`src/rtl/parity_frame_gen_pkg.sv`:
```
// rtl/parity_frame_gen_pkg.sv - shared defaults, state type and parity helper for parity_frame_gen
package parity_pkg;

    localparam int DATA_W_DEF = 8;
    localparam int CNT_W_DEF  = 8;

    typedef enum logic {
        IDLE     = 1'b0,
        IN_FRAME = 1'b1
    } state_t;

    // Callers zero-extend narrower words; the extra zero bits do not change the XOR.
    function automatic logic par_reduce(input logic [63:0] data, input logic odd);
        return (^data) ^ odd;
    endfunction

endpackage

```
`src/rtl/parity_frame_gen_if.sv`:
```
// rtl/parity_frame_gen_if.sv - handshake bundle for parity_frame_gen (PARITY_CHECK_EN adds check signals)
interface parity_frame_gen_if #(
    parameter int DATA_W = 8,
    parameter int CNT_W  = 8
);
    logic              mode_odd;
    logic              in_valid;
    logic              in_ready;
    logic [DATA_W-1:0] in_data;
    logic              in_last;
    logic              out_valid;
    logic              out_ready;
    logic [DATA_W-1:0] out_data;
    logic              out_par;
    logic              out_last;
    logic              out_frame_par;
    logic [CNT_W-1:0]  out_frame_len;
    logic              busy;
`ifdef PARITY_CHECK_EN
    logic              in_par_exp;
    logic              out_par_err;
    logic              out_frame_err;

    modport master (
        output mode_odd, in_valid, in_data, in_last, out_ready, in_par_exp,
        input  in_ready, out_valid, out_data, out_par, out_last,
               out_frame_par, out_frame_len, busy, out_par_err, out_frame_err
    );
    modport slave (
        input  mode_odd, in_valid, in_data, in_last, out_ready, in_par_exp,
        output in_ready, out_valid, out_data, out_par, out_last,
               out_frame_par, out_frame_len, busy, out_par_err, out_frame_err
    );
`else
    modport master (
        output mode_odd, in_valid, in_data, in_last, out_ready,
        input  in_ready, out_valid, out_data, out_par, out_last,
               out_frame_par, out_frame_len, busy
    );
    modport slave (
        input  mode_odd, in_valid, in_data, in_last, out_ready,
        output in_ready, out_valid, out_data, out_par, out_last,
               out_frame_par, out_frame_len, busy
    );
`endif
endinterface

```
`src/rtl/parity_frame_gen_word_calc.sv`:
```
// rtl/parity_frame_gen_word_calc.sv - combinational word parity with even/odd mode bit
module parity_word_calc
    import parity_pkg::*;
#(
    parameter int DATA_W = DATA_W_DEF
) (
    input  logic [DATA_W-1:0] data,
    input  logic              odd,
    output logic              par
);

    assign par = par_reduce(64'(data), odd);

endmodule

```
`src/rtl/parity_frame_gen.sv`:
```
// rtl/parity_frame_gen.sv - streaming word/frame parity generator, one registered stage; PARITY_CHECK_EN adds parity checking
module parity_frame_gen
    import parity_pkg::*;
#(
    parameter int DATA_W = DATA_W_DEF,
    parameter int CNT_W  = CNT_W_DEF
) (
    input  logic             clk,
    input  logic             rst_n,
    parity_frame_gen_if.slave bus
);

    localparam logic [CNT_W-1:0] CNT_MAX = {CNT_W{1'b1}};

    state_t            state_q;
    state_t            state_d;
    logic              busy_c;

    logic              acc_q;
    logic [CNT_W-1:0]  cnt_q;
    logic [CNT_W-1:0]  len_next;

    logic              out_valid_q;
    logic [DATA_W-1:0] out_data_q;
    logic              out_par_q;
    logic              out_last_q;
    logic              out_frame_par_q;
    logic [CNT_W-1:0]  out_frame_len_q;

    logic              in_ready_c;
    logic              accept;
    logic              word_par;
    logic              raw_par;
    logic              frame_par_next;

    parity_word_calc #(.DATA_W(DATA_W)) u_word (
        .data (bus.in_data),
        .odd  (bus.mode_odd),
        .par  (word_par)
    );

    // Mode-free parity feeds the accumulator; the mode bit is applied once at frame close.
    parity_word_calc #(.DATA_W(DATA_W)) u_raw (
        .data (bus.in_data),
        .odd  (1'b0),
        .par  (raw_par)
    );

    assign in_ready_c     = !out_valid_q || bus.out_ready;
    assign accept         = bus.in_valid && in_ready_c;
    assign frame_par_next = acc_q ^ raw_par ^ bus.mode_odd;
    assign len_next       = (cnt_q == CNT_MAX) ? cnt_q : cnt_q + 1'b1;

    always_ff @(posedge clk or negedge rst_n) begin
        if (!rst_n) begin
            state_q <= IDLE;
        end else begin
            state_q <= state_d;
        end
    end

    always_comb begin
        state_d = state_q;
        if (accept) begin
            state_d = bus.in_last ? IDLE : IN_FRAME;
        end
    end

    always_comb begin
        busy_c = (state_q == IN_FRAME);
    end

    always_ff @(posedge clk or negedge rst_n) begin
        if (!rst_n) begin
            acc_q <= 1'b0;
            cnt_q <= '0;
        end else if (accept) begin
            if (bus.in_last) begin
                acc_q <= 1'b0;
                cnt_q <= '0;
            end else begin
                acc_q <= acc_q ^ raw_par;
                cnt_q <= len_next;
            end
        end
    end

    // Output stage reloads on accept even while emitting, giving one word per cycle.
    always_ff @(posedge clk or negedge rst_n) begin
        if (!rst_n) begin
            out_valid_q     <= 1'b0;
            out_data_q      <= '0;
            out_par_q       <= 1'b0;
            out_last_q      <= 1'b0;
            out_frame_par_q <= 1'b0;
            out_frame_len_q <= '0;
        end else if (accept) begin
            out_valid_q <= 1'b1;
            out_data_q  <= bus.in_data;
            out_par_q   <= word_par;
            out_last_q  <= bus.in_last;
            if (bus.in_last) begin
                out_frame_par_q <= frame_par_next;
                out_frame_len_q <= len_next;
            end
        end else if (bus.out_ready) begin
            out_valid_q <= 1'b0;
        end
    end

`ifdef PARITY_CHECK_EN
    logic word_err;
    logic ferr_acc_q;
    logic out_par_err_q;
    logic out_frame_err_q;

    assign word_err = bus.in_par_exp != word_par;

    always_ff @(posedge clk or negedge rst_n) begin
        if (!rst_n) begin
            ferr_acc_q      <= 1'b0;
            out_par_err_q   <= 1'b0;
            out_frame_err_q <= 1'b0;
        end else if (accept) begin
            out_par_err_q <= word_err;
            if (bus.in_last) begin
                out_frame_err_q <= ferr_acc_q | word_err;
                ferr_acc_q      <= 1'b0;
            end else begin
                ferr_acc_q <= ferr_acc_q | word_err;
            end
        end
    end

    assign bus.out_par_err   = out_par_err_q;
    assign bus.out_frame_err = out_frame_err_q;
`endif

    assign bus.in_ready      = in_ready_c;
    assign bus.out_valid     = out_valid_q;
    assign bus.out_data      = out_data_q;
    assign bus.out_par       = out_par_q;
    assign bus.out_last      = out_last_q;
    assign bus.out_frame_par = out_frame_par_q;
    assign bus.out_frame_len = out_frame_len_q;
    assign bus.busy          = busy_c;

endmodule

```
`src/flat_wrapper.sv`:
```
// flat-port wrapper written by rule: the top's interface ports become plain ports
module parity_frame_gen_flat import parity_pkg::*;
#(
    parameter int DATA_W = DATA_W_DEF,
    parameter int CNT_W  = CNT_W_DEF
)
  (clk, rst_n, bus_mode_odd, bus_in_valid, bus_in_data, bus_in_last, bus_out_ready, bus_in_ready, bus_out_valid, bus_out_data, bus_out_par, bus_out_last, bus_out_frame_par, bus_out_frame_len, bus_busy);
  parity_frame_gen_if #(.DATA_W(DATA_W), .CNT_W(CNT_W)) bus_i ();
  input  logic clk;
  input  logic rst_n;
  input wire logic [$bits(bus_i.mode_odd)-1:0] bus_mode_odd;
  input wire logic [$bits(bus_i.in_valid)-1:0] bus_in_valid;
  input wire logic [$bits(bus_i.in_data)-1:0] bus_in_data;
  input wire logic [$bits(bus_i.in_last)-1:0] bus_in_last;
  input wire logic [$bits(bus_i.out_ready)-1:0] bus_out_ready;
  output wire logic [$bits(bus_i.in_ready)-1:0] bus_in_ready;
  output wire logic [$bits(bus_i.out_valid)-1:0] bus_out_valid;
  output wire logic [$bits(bus_i.out_data)-1:0] bus_out_data;
  output wire logic [$bits(bus_i.out_par)-1:0] bus_out_par;
  output wire logic [$bits(bus_i.out_last)-1:0] bus_out_last;
  output wire logic [$bits(bus_i.out_frame_par)-1:0] bus_out_frame_par;
  output wire logic [$bits(bus_i.out_frame_len)-1:0] bus_out_frame_len;
  output wire logic [$bits(bus_i.busy)-1:0] bus_busy;
  assign bus_i.mode_odd = bus_mode_odd;
  assign bus_i.in_valid = bus_in_valid;
  assign bus_i.in_data = bus_in_data;
  assign bus_i.in_last = bus_in_last;
  assign bus_i.out_ready = bus_out_ready;
  assign bus_in_ready = bus_i.in_ready;
  assign bus_out_valid = bus_i.out_valid;
  assign bus_out_data = bus_i.out_data;
  assign bus_out_par = bus_i.out_par;
  assign bus_out_last = bus_i.out_last;
  assign bus_out_frame_par = bus_i.out_frame_par;
  assign bus_out_frame_len = bus_i.out_frame_len;
  assign bus_busy = bus_i.busy;
  parity_frame_gen #(.DATA_W(DATA_W), .CNT_W(CNT_W)) u_core (.clk(clk), .rst_n(rst_n), .bus(bus_i));
endmodule
```
`config.mk`:
```
export PLATFORM = sky130hd
export DESIGN_NAME = parity_frame_gen_flat
export DESIGN_NICKNAME = d
export VERILOG_FILES = /design/src/rtl/parity_frame_gen_pkg.sv /design/src/rtl/parity_frame_gen_if.sv /design/src/rtl/parity_frame_gen_word_calc.sv /design/src/rtl/parity_frame_gen.sv /design/src/flat_wrapper.sv
export SDC_FILE = /design/constraint.sdc
export NUM_CORES = 1
export LEC_CHECK = 0
export CAP_MARGIN = 0
export CORE_MARGIN = 4
export CORE_UTILIZATION = 39
export CTS_CLUSTER_DIAMETER = 80
export DETAILED_ROUTE_END_ITERATION = 10
export PLACE_DENSITY = 0.64
export SLEW_MARGIN = 0
export SYNTH_ARGS = -nofsm -noshare
export SYNTH_HDL_FRONTEND = slang
export SYNTH_HIERARCHICAL = 1
export SYNTH_SLANG_ARGS = --single-unit
export TNS_END_PERCENT = 30
```
`constraint.sdc`:
```
create_clock -name clk -period 1.6 [get_ports clk]
set_input_delay 0.16 -clock clk [delete_from_list [all_inputs] [get_ports clk]]
set_output_delay 0.16 -clock clk [all_outputs]
set_load 0.01 [all_outputs]
```
==> key figures, run 1 <==
Timing
  – Final setup viols: 0
  – Fmax: 677 MHz
  – Post-layout minimum cycle time: 1.48 ns
  – Max Clock Skew: 0.00768 ns
  – Final Cycle Share: 92.4%
  – Slew Viols, Final: 0
  – Final Hold Viols: 0
  – Worst hold slack: 0.265 ns
  – Setup ws final: 0.122 ns

Detailed routing
  – Vias: 1,335
  – Total Wirelength: 3570 um
  – DR vias/cell: 4.93
  – DR iter-0 viols: 62
  – Drt first pass iters: 4
  – DRC: 0
  – Wire per inst: 13.2 um
  – Post-route ant nets: 0

Synth
  – Synth cell types: 38
  – Fraction of the yosys area taken by sequential cells: 46.7%
  – Syn_nets: 184
  – Largest area contributor in the netlist: dfrtp_1
  – Ys async rst share: 100%
  – Post-synth EDFFs: 0
  – Synth warn: 6
  – Dominant synthesized flop cell: dfrtp_1
  – Area of the mapped netlist: 0.00161 mm2
  – Top cell type's share of synthesized area: 46.7%
  – Yosys reg bits: 30
  – Syn_area_per_cell: 9.51 um2
  – Area contributors post-synth: dfrtp_1, nand2_1, xnor2_1
  – Syn Inst Count: 169

Clocking
  – Clock root buffer: clkbuf_8
  – Clk sinks: 30
  – H-tree depth: 2
  – Clk slew on worst S/H paths: 0.06 ns
  – Worst skew pair latency: 0.27 ns
  – CTS buffer count: 5
  – Max Root-Sink Buffers: 2
  – CTS tree: done

Critical path
  – Crit. End Element: flip-flop
  – R2R Path Start: u_core/cnt_q[0]$_DFFE_PN0P_
  – Max FO, Critical Path: 5
  – Worst EP required: 1.80 ns
  – Crit path kind: flip-flop to flip-flop
  – Worst R2R Setup Slack: 0.12 ns
  – R2R cell count: 6
  – Critical path startpoint category: flip-flop
  – CP Data Arrival Time: 1.68 ns
  – Critical R2R Capture: u_core/cnt_q[0]$_DFFE_PN0P_

Place
  – Gpl congestion: 0.825
  – IO buf count: 35
  – DPL Wire Length: 2660 um
  – Placed insts: 261
  – Pre-CTS WS: -0.355 ns

Pwr
  – Final total power: 2.19 mW
  – Leakage: 1.04 nW
  – Flop pwr share: 42.6%
  – PwrDens: 988 mW/mm2
  – Clk pwr share: 27.8%
  – Internal power consumption: 1.58 mW
  – Maximum VDD drop: 0.451 mV
  – Net Sw Power: 0.608 mW
  – Net Sw Frac: 27.8%
  – Combinational Power Share: 29.6%

Floorplanning
  – Die Y-Extent: 72.2 um
  – Row cnt: 23
  – Die area: 0.00521 mm2
  – Initial core utilization: 40.2%
  – Total core area: 0.00400 mm2
  – DIE WIDTH: 72.2 um
  – IO Pins: 36

Final layout
  – Ratio of cells with drive above 1 in the final layout: 15.8%
  – # diodes: 0
  – Final net count: 235
  – Finished Layout Cells: 271
  – P&R area growth vs syn: 38.1%

GRT
  – Number of global-route vias before repair: 1,316
  – Largest net degree at the start of global routing: 31
  – GRT Total Usage: 14.6%
  – Initial antenna violation count: 0
  – GRT overflow: 0
  – Global-route wire length before repair: 5910 um

Run
  – MaxCap Viol Count: 0

Outcome
  – Status: finished, final reports clean

Hold path
  – Hold WC Path Type: input port to asynchronous set/reset pin
worst max-delay path, cell delays in order, from the launching register on:
cell and delay (ns):
dfrtp_1 0.38, ha_1 0.25, nand4_1 0.16, buf_4 0.14, o211ai_1 0.08, mux2_2 0.27, o21ai_1 0.12
registers in the layout (all words and copies together), names as in the netlist:
register,cells
u_core/cnt_q,8
u_core/bus.busy,1
u_core/bus.out_valid,1
u_core/bus.out_par,1
u_core/bus.out_frame_par,1
u_core/bus.out_frame_len,8
u_core/acc_q,1
u_core/bus.out_data,8
u_core/bus.out_last,1
metal layers:
metal	global-route usage (%)	wire length [um]	vias to the layer above
li1	-	-	669
met2	25.0	1800	28
met5	0	0	-
met3	3.19	132	4
met4	6.68	58	0
met1	17.4	1580	634
area by class of cell:
type,count,area (um2)
sequential,30,751
multi-input combinational,129,796
tap,50,62.6
timing repair buffer,54,518
fill,358,1780
clock inverter,1,5.00
clock buffer,7,86.3
what timing repair did:
action / 4_1_cts / 5_1_grt
pin swaps: 3 / 3
hold buffers: 0 / 0
endpoints found under the setup margin: 2 / 8
resized for setup: 1 / 5
buffers inserted: 0 / 2
power groups by stage:
| stage | sequential [mW] | clock, mW | combinational, mW |
|---|---|---|---|
| 3_3_place_gp | 0.941 | 0 | 0.631 |
| 2_1_floorplan | 0.975 | 0 | 0.288 |
| 3_5_place_dp | 0.948 | 0 | 0.648 |
| 6_report | 0.933 | 0.610 | 0.649 |
| 4_1_cts | 0.934 | 0.638 | 0.660 |
| 5_1_grt | 0.949 | 0.680 | 0.710 |
stage by stage:
step,setup TNS (ns),area [um2],utilization [%]
floorplan,0,1610,-
global placement,-0.607,2090,52.3
detailed placement,-0.799,2090,52.3
CTS,0,2190,54.8
global route,-0.00207,2220,55.5
finish,0,2220,55.5
layout by cell type (no fill, tap or decap), types with 2 or more instances in the layout:
| cell | count |
|---|---|
| a21oi_1 | 8 |
| a31oi_1 | 2 |
| and3_1 | 2 |
| buf_4 | 18 |
| clkbuf_8 | 6 |
| clkdlybuf4s50_1 | 30 |
| dfrtp_1 | 30 |
| dlymetal6s2s_1 | 5 |
| nand2_1 | 46 |
| nand2b_1 | 2 |
| nand3_1 | 5 |
| nor2_1 | 6 |
| nor2b_1 | 2 |
| nor3_1 | 2 |
| o21a_1 | 3 |
| o21ai_0 | 9 |
| o21ai_1 | 2 |
| o31ai_1 | 5 |
| xnor2_1 | 10 |
| xnor2_2 | 3 |
| xnor3_1 | 2 |
| xor2_1 | 3 |
synthesized netlist by cell type (2+ instances only):
cell      number
nand2_1       46
nor3_1         2
buf_2          6
dfrtp_1       30
xnor3_1        2
nand2b_1       2
o21a_1         3
a31oi_1        2
a21oi_1        8
o31ai_1        5
o21ai_0        9
nand3_1        5
nor2_1         6
xor2_1         3
xnor2_2        2
xnor2_1       11
and3_1         2
buf_6          3
o21ai_1        2
nor2b_1        2
worst max-delay path by stage:
stage | start | endpoint | depth (start not counted)
2_1_floorplan | u_core/cnt_q[0]$_DFFE_PN0P_ | u_core/cnt_q[5]$_DFFE_PN0P_ | 6
3_3_place_gp | bus_in_data[4] | u_core/bus.out_frame_par$_DFFE_PN0P_ | 7
3_5_place_dp | bus_in_data[7] | u_core/bus.out_frame_par$_DFFE_PN0P_ | 7
4_1_cts | u_core/bus.out_valid$_DFFE_PN0P_ | bus_in_ready | 2
5_1_grt | u_core/cnt_q[0]$_DFFE_PN0P_ | u_core/cnt_q[0]$_DFFE_PN0P_ | 6
6_report | u_core/cnt_q[0]$_DFFE_PN0P_ | u_core/cnt_q[0]$_DFFE_PN0P_ | 6
cells by family (layout without fill, tap and decap cells):
logic type / after synthesis / after routing / synth area share (%)
DFF: 30 / 30 / 46.7
xor gates and xnor gates: 18 / 18 / 12.5
other: 1 / 1 / 0.233
muxes: 1 / 1 / 0.701
adders and majority gates: 1 / 1 / 0.779
buffers and inverters: 10 / 62 / 4.21
AOI/OAI and AO/OA: 36 / 36 / 14.9
and+or+nand+nor: 72 / 72 / 20.0
No activity file was read; power rests on OpenSTA's default activity.
==> run 2: changes to the inputs <==
- CORE_MARGIN: 4 -> default
==> key figures, run 2 (same netlist as run 1, synthesis figures left out) <==
Critical path
  – Max FO, Critical Path: 6
  – R2R cell count: 5
  – Worst EP required: 1.44 ns
  – CP Data Arrival Time: 1.34 ns
  – Critical R2R Capture: u_core/cnt_q[5]$_DFFE_PN0P_
  – CP endpoint: bus_in_ready
  – Crit path launch: u_core/bus.out_valid$_DFFE_PN0P_
  – Worst R2R Setup Slack: 0.14 ns
  – Crit. End Element: primary output
  – Crit path kind: flip-flop to primary output
  – Critical path startpoint category: flip-flop
  – R2R Path Start: u_core/cnt_q[0]$_DFFE_PN0P_

Timing
  – Final Cycle Share: 93.9%
  – TNS Setup: 0 ns
  – Final setup viols: 0
  – Fmax: 666 MHz
  – Post-layout minimum cycle time: 1.50 ns
  – Slew Viols, Final: 0
  – Unrepaired setup endpoints after global routing: no
  – Max Clock Skew: 0.00332 ns
  – Setup ws final: 0.0981 ns
  – Final Hold Viols: 0

Clocking
  – Number of hold buffers added after cts: 0
  – Clock root buffer: clkbuf_8
  – CTS tree: done
  – H-tree depth: 2
  – Clk slew on worst S/H paths: 0.06 ns
  – Clk sinks: 30
  – Max Root-Sink Buffers: 2
  – CTS buffer count: 5
  – Worst skew pair latency: 0.28 ns

Floorplanning
  – DIE WIDTH: 66.2 um
  – Row cnt: 22
  – Initial core utilization: 42.3%
  – Total core area: 0.00380 mm2
  – Die Y-Extent: 66.2 um
  – IO Pins: 36
  – Die area: 0.00438 mm2

Run
  – MaxCap Viol Count: 0

Pwr
  – Leakage: 1.03 nW
  – Maximum VDD drop: 0.597 mV
  – PwrDens: 994 mW/mm2

GRT
  – GRT Total Usage: 17.8%
  – Grt met1 use: 23.0%
  – GRT overflow: 0
  – Initial antenna violation count: 0
  – Busiest grt layer: met2
  – Largest net degree at the start of global routing: 31
  – GR met3 Demand/Resource: 3.62%
  – Number of global-route vias before repair: 1,287
  – GR Layer Usage met2: 27.3%
  – Global-route wire length before repair: 5720 um

Detailed routing
  – Drt first pass iters: 4
  – Post-route ant nets: 0
  – DR iter-0 viols: 76
  – Wire per inst: 12.4 um
  – Total Wirelength: 3340 um
  – DR vias/cell: 4.94
  – DRC: 0
  – Vias: 1,333

Outcome
  – Status: finished, final reports clean

Final layout
  – Final net count: 236
  – # diodes: 0
  – Commonest non-fill, non-tap cell in the layout: nand2_1
  – Ratio of cells with drive above 1 in the final layout: 18.0%
  – Commonest cells after routing, fill and taps aside: nand2_1, clkdlybuf4s50_1, dfrtp_1
  – P&R area growth vs syn: 39.0%

Place
  – Gpl congestion: 0.837
  – IO buf count: 35
  – DPL Wire Length: 2510 um
  – Pre-CTS WS: -0.420 ns

Hold path
  – Hold WC Path Type: input port to asynchronous set/reset pin
-- run 2: per-stage QoR --
step	hold WS [ns]	area, um2	util, %	instances	total power, mW
floorplan	-0.136	1610	-	169	1.26
global placement	0.458	2110	55.6	262	1.57
detailed placement	0.461	2110	55.6	262	1.60
CTS	0.270	2210	58.3	270	2.25
global route	0.293	2230	58.8	270	2.36
finish	0.261	2230	58.8	270	2.22
-- run 2: worst min path at each step --
stage | startpoint | endpoint | slack, ns | depth (start not counted)
after global placement | u_core/bus.out_data[7]$_DFFE_PN0P_ | u_core/bus.out_data[7]$_DFFE_PN0P_ | 0.46 | 2
after floorplan | rst_n | u_core/acc_q$_DFFE_PN0P_ | -0.14 | 0
after global routing | rst_n | u_core/cnt_q[3]$_DFFE_PN0P_ | 0.29 | 2
after detailed placement | u_core/bus.out_par$_DFFE_PN0P_ | u_core/bus.out_par$_DFFE_PN0P_ | 0.46 | 2
final | rst_n | u_core/bus.out_frame_len[4]$_DFFE_PN0P_ | 0.26 | 2
after CTS | rst_n | u_core/bus.busy$_DFFE_PN0P_ | 0.27 | 2
-- run 2: worst max-delay path, stage by stage (launching register included) --
cell and delay (ns):
dfrtp_1 0.39, nand2b_2 0.13, clkdlybuf4s50_1 0.55
-- run 2: metal layers --
layer	up-vias	wire length, um
met4	0	74
met2	29	1520
met3	4	123
met5	-	0
met1	627	1630
li1	673	-
-- run 2: power by group --
group / internal, mW / switching [mW] / leakage, nW / total [mW]
Clock: 0.345 / 0.280 / 0.0472 / 0.625
Sequential: 0.862 / 0.0708 / 0.388 / 0.933
Combinational: 0.381 / 0.280 / 0.595 / 0.661
-- run 2: cell type report --
type / count / area [um2]
fill: 338 / 1570
multi-input combinational: 129 / 811
sequential: 30 / 751
timing repair buffer: 55 / 517
clock buffer: 6 / 82.6
tap: 48 / 60.1
clock inverter: 2 / 12.5
-- run 2: timing repair --
action | CTS | global route
resized for setup | 3 | 5
endpoints found under the hold margin | 0 | 0
setup buffers | 0 | 0
setup endpoints to repair | 2 | 4
pin swaps | 3 | 1
==> run 3: changes to the inputs <==
- CAP_MARGIN: 0 -> default
- PLACE_DENSITY: 0.64 -> default
- PLACE_DENSITY_LB_ADDON: default -> 0.25
- clock period: 1.6 -> 1.4 ns (I/O delays scaled with it)
==> key figures, run 3 (same netlist as run 1, synthesis figures left out) <==
GRT
  – Initial antenna violation count: 0
  – Largest net degree at the start of global routing: 31
  – GRT overflow: 0
  – Global-route wire length before repair: 6120 um
  – Number of global-route vias before repair: 1,379
  – GRT Total Usage: 18.8%

Floorplanning
  – Die Y-Extent: 66.2 um
  – Initial core utilization: 42.3%
  – DIE WIDTH: 66.2 um
  – Total core area: 0.00380 mm2
  – Die area: 0.00438 mm2
  – IO Pins: 36
  – Row cnt: 22

Detailed routing
  – Wire per inst: 13.2 um
  – DR vias/cell: 4.94
  – Post-route ant nets: 0
  – DR iter-0 viols: 59
  – DRC: 0
  – Drt first pass iters: 4
  – Total Wirelength: 3730 um
  – Vias: 1,397

Timing
  – Unrepaired setup endpoints after global routing: yes
  – Final Hold Viols: 0
  – Final Cycle Share: 105%
  – Fmax: 681 MHz
  – Max Clock Skew: 0.00599 ns
  – Final setup viols: 2
  – Post-layout minimum cycle time: 1.47 ns
  – Slew Viols, Final: 0
  – Setup ws final: -0.0686 ns

Pwr
  – Net Sw Power: 0.725 mW
  – Net Sw Frac: 29.1%
  – Internal power consumption: 1.77 mW
  – PwrDens: 1060 mW/mm2
  – Flop pwr share: 43.0%
  – Maximum VDD drop: 0.592 mV
  – Clk pwr share: 25.7%
  – Leakage: 1.08 nW
  – Combinational Power Share: 31.2%

Final layout
  – Ratio of cells with drive above 1 in the final layout: 25.5%
  – Finished Cell Area: 0.00236 mm2
  – # diodes: 0
  – Commonest non-fill, non-tap cell in the layout: nand2_1
  – Commonest cells after routing, fill and taps aside: nand2_1, buf_4, clkdlybuf4s50_1, dfrtp_1, xnor2_1
  – Final net count: 250
  – P&R area growth vs syn: 46.7%

Clocking
  – Clock root buffer: clkbuf_8
  – Clk sinks: 30
  – Worst skew pair latency: 0.28 ns
  – Clk slew on worst S/H paths: 0.06 ns
  – Number of hold buffers added after cts: 0
  – Max Root-Sink Buffers: 2
  – H-tree depth: 2
  – CTS buffer count: 5
  – CTS tree: done

Place
  – IO buf count: 35
  – DPL Wire Length: 2600 um
  – Pre-CTS WS: -0.518 ns
  – Area after DPL: 0.00222 mm2
  – Gpl congestion: 0.887

Run
  – MaxCap Viol Count: 0

Critical path
  – Crit. End Element: flip-flop
  – Worst EP required: 1.57 ns
  – Critical path startpoint category: flip-flop
  – CP Data Arrival Time: 1.64 ns
  – Crit path launch: u_core/cnt_q[0]$_DFFE_PN0P_
  – CP endpoint: u_core/cnt_q[5]$_DFFE_PN0P_
  – Crit path kind: flip-flop to flip-flop
  – Worst R2R Setup Slack: -0.07 ns
  – Critical R2R Capture: u_core/cnt_q[5]$_DFFE_PN0P_
  – R2R cell count: 5
  – R2R Path Start: u_core/cnt_q[0]$_DFFE_PN0P_
  – Max FO, Critical Path: 6

Outcome
  – Status: finished with violations
  – Violated checks: negative setup slack

Hold path
  – Hold WC Path Type: input port to asynchronous set/reset pin
==> run 3: critical path, cell delays in order (launching register included) <==
cell and delay (ns):
dfrtp_2 0.44, ha_4 0.17, and4_4 0.17, a211oi_4 0.26
o21ai_0 0.11, a22o_1 0.20
==> run 3: worst min path at each step <==
stage / start / end / cells after the start
final: rst_n / u_core/cnt_q[4]$_DFFE_PN0P_ / 2
after global placement: u_core/bus.out_last$_DFFE_PN0P_ / u_core/bus.out_last$_DFFE_PN0P_ / 2
after floorplan: rst_n / u_core/acc_q$_DFFE_PN0P_ / 0
after CTS: rst_n / u_core/bus.out_data[6]$_DFFE_PN0P_ / 2
after global routing: rst_n / u_core/cnt_q[4]$_DFFE_PN0P_ / 2
after detailed placement: u_core/bus.out_data[0]$_DFFE_PN0P_ / u_core/bus.out_data[0]$_DFFE_PN0P_ / 2
==> run 3: stage by stage <==
stage	TNS [ns]	hold slack, ns	instances	utilization [%]	power (mW)
6_report	-0.0951	0.246	283	62.1	2.50
5_1_grt	-0.836	0.307	283	62.1	2.65
4_1_cts	-0.124	0.253	282	60.6	2.51
3_5_place_dp	-2.97	0.461	275	58.5	1.85
3_3_place_gp	-2.36	0.458	275	58.5	1.83
2_1_floorplan	-0.178	-0.156	169	-	1.45
==> run 3: power by group through the flow <==
stage	combinational, mW	clock, mW	sequential [mW]
2_1_floorplan	0.334	0	1.12
3_3_place_gp	0.751	0	1.08
3_5_place_dp	0.765	0	1.09
4_1_cts	0.766	0.668	1.07
5_1_grt	0.870	0.694	1.09
6_report	0.779	0.643	1.07
==> run 3: routing by layer <==
metal | wire length (um) | track usage (%) | up-vias | share of wire (%)
met1 | 1740 | 24.3 | 654 | 47
met4 | 84 | 9.31 | 0 | 2.3
li1 | - | - | 701 | -
met5 | 0 | 0 | - | 0
met3 | 134 | 3.45 | 7 | 3.6
met2 | 1780 | 30.0 | 35 | 48
==> run 3: area by class of cell <==
cell class | count | area, um2
timing repair buffer | 69 | 611
fill | 340 | 1440
clock buffer | 5 | 68.8
clock inverter | 2 | 10.0
sequential | 30 | 752
tap | 48 | 60.1
multi-input combinational | 129 | 856
==> run 3: repair_timing <==
action,4_1_cts,5_1_grt
resized for setup,7,12
pin swaps,5,6
endpoints found under the setup margin,8,14
setup buffers,0,1
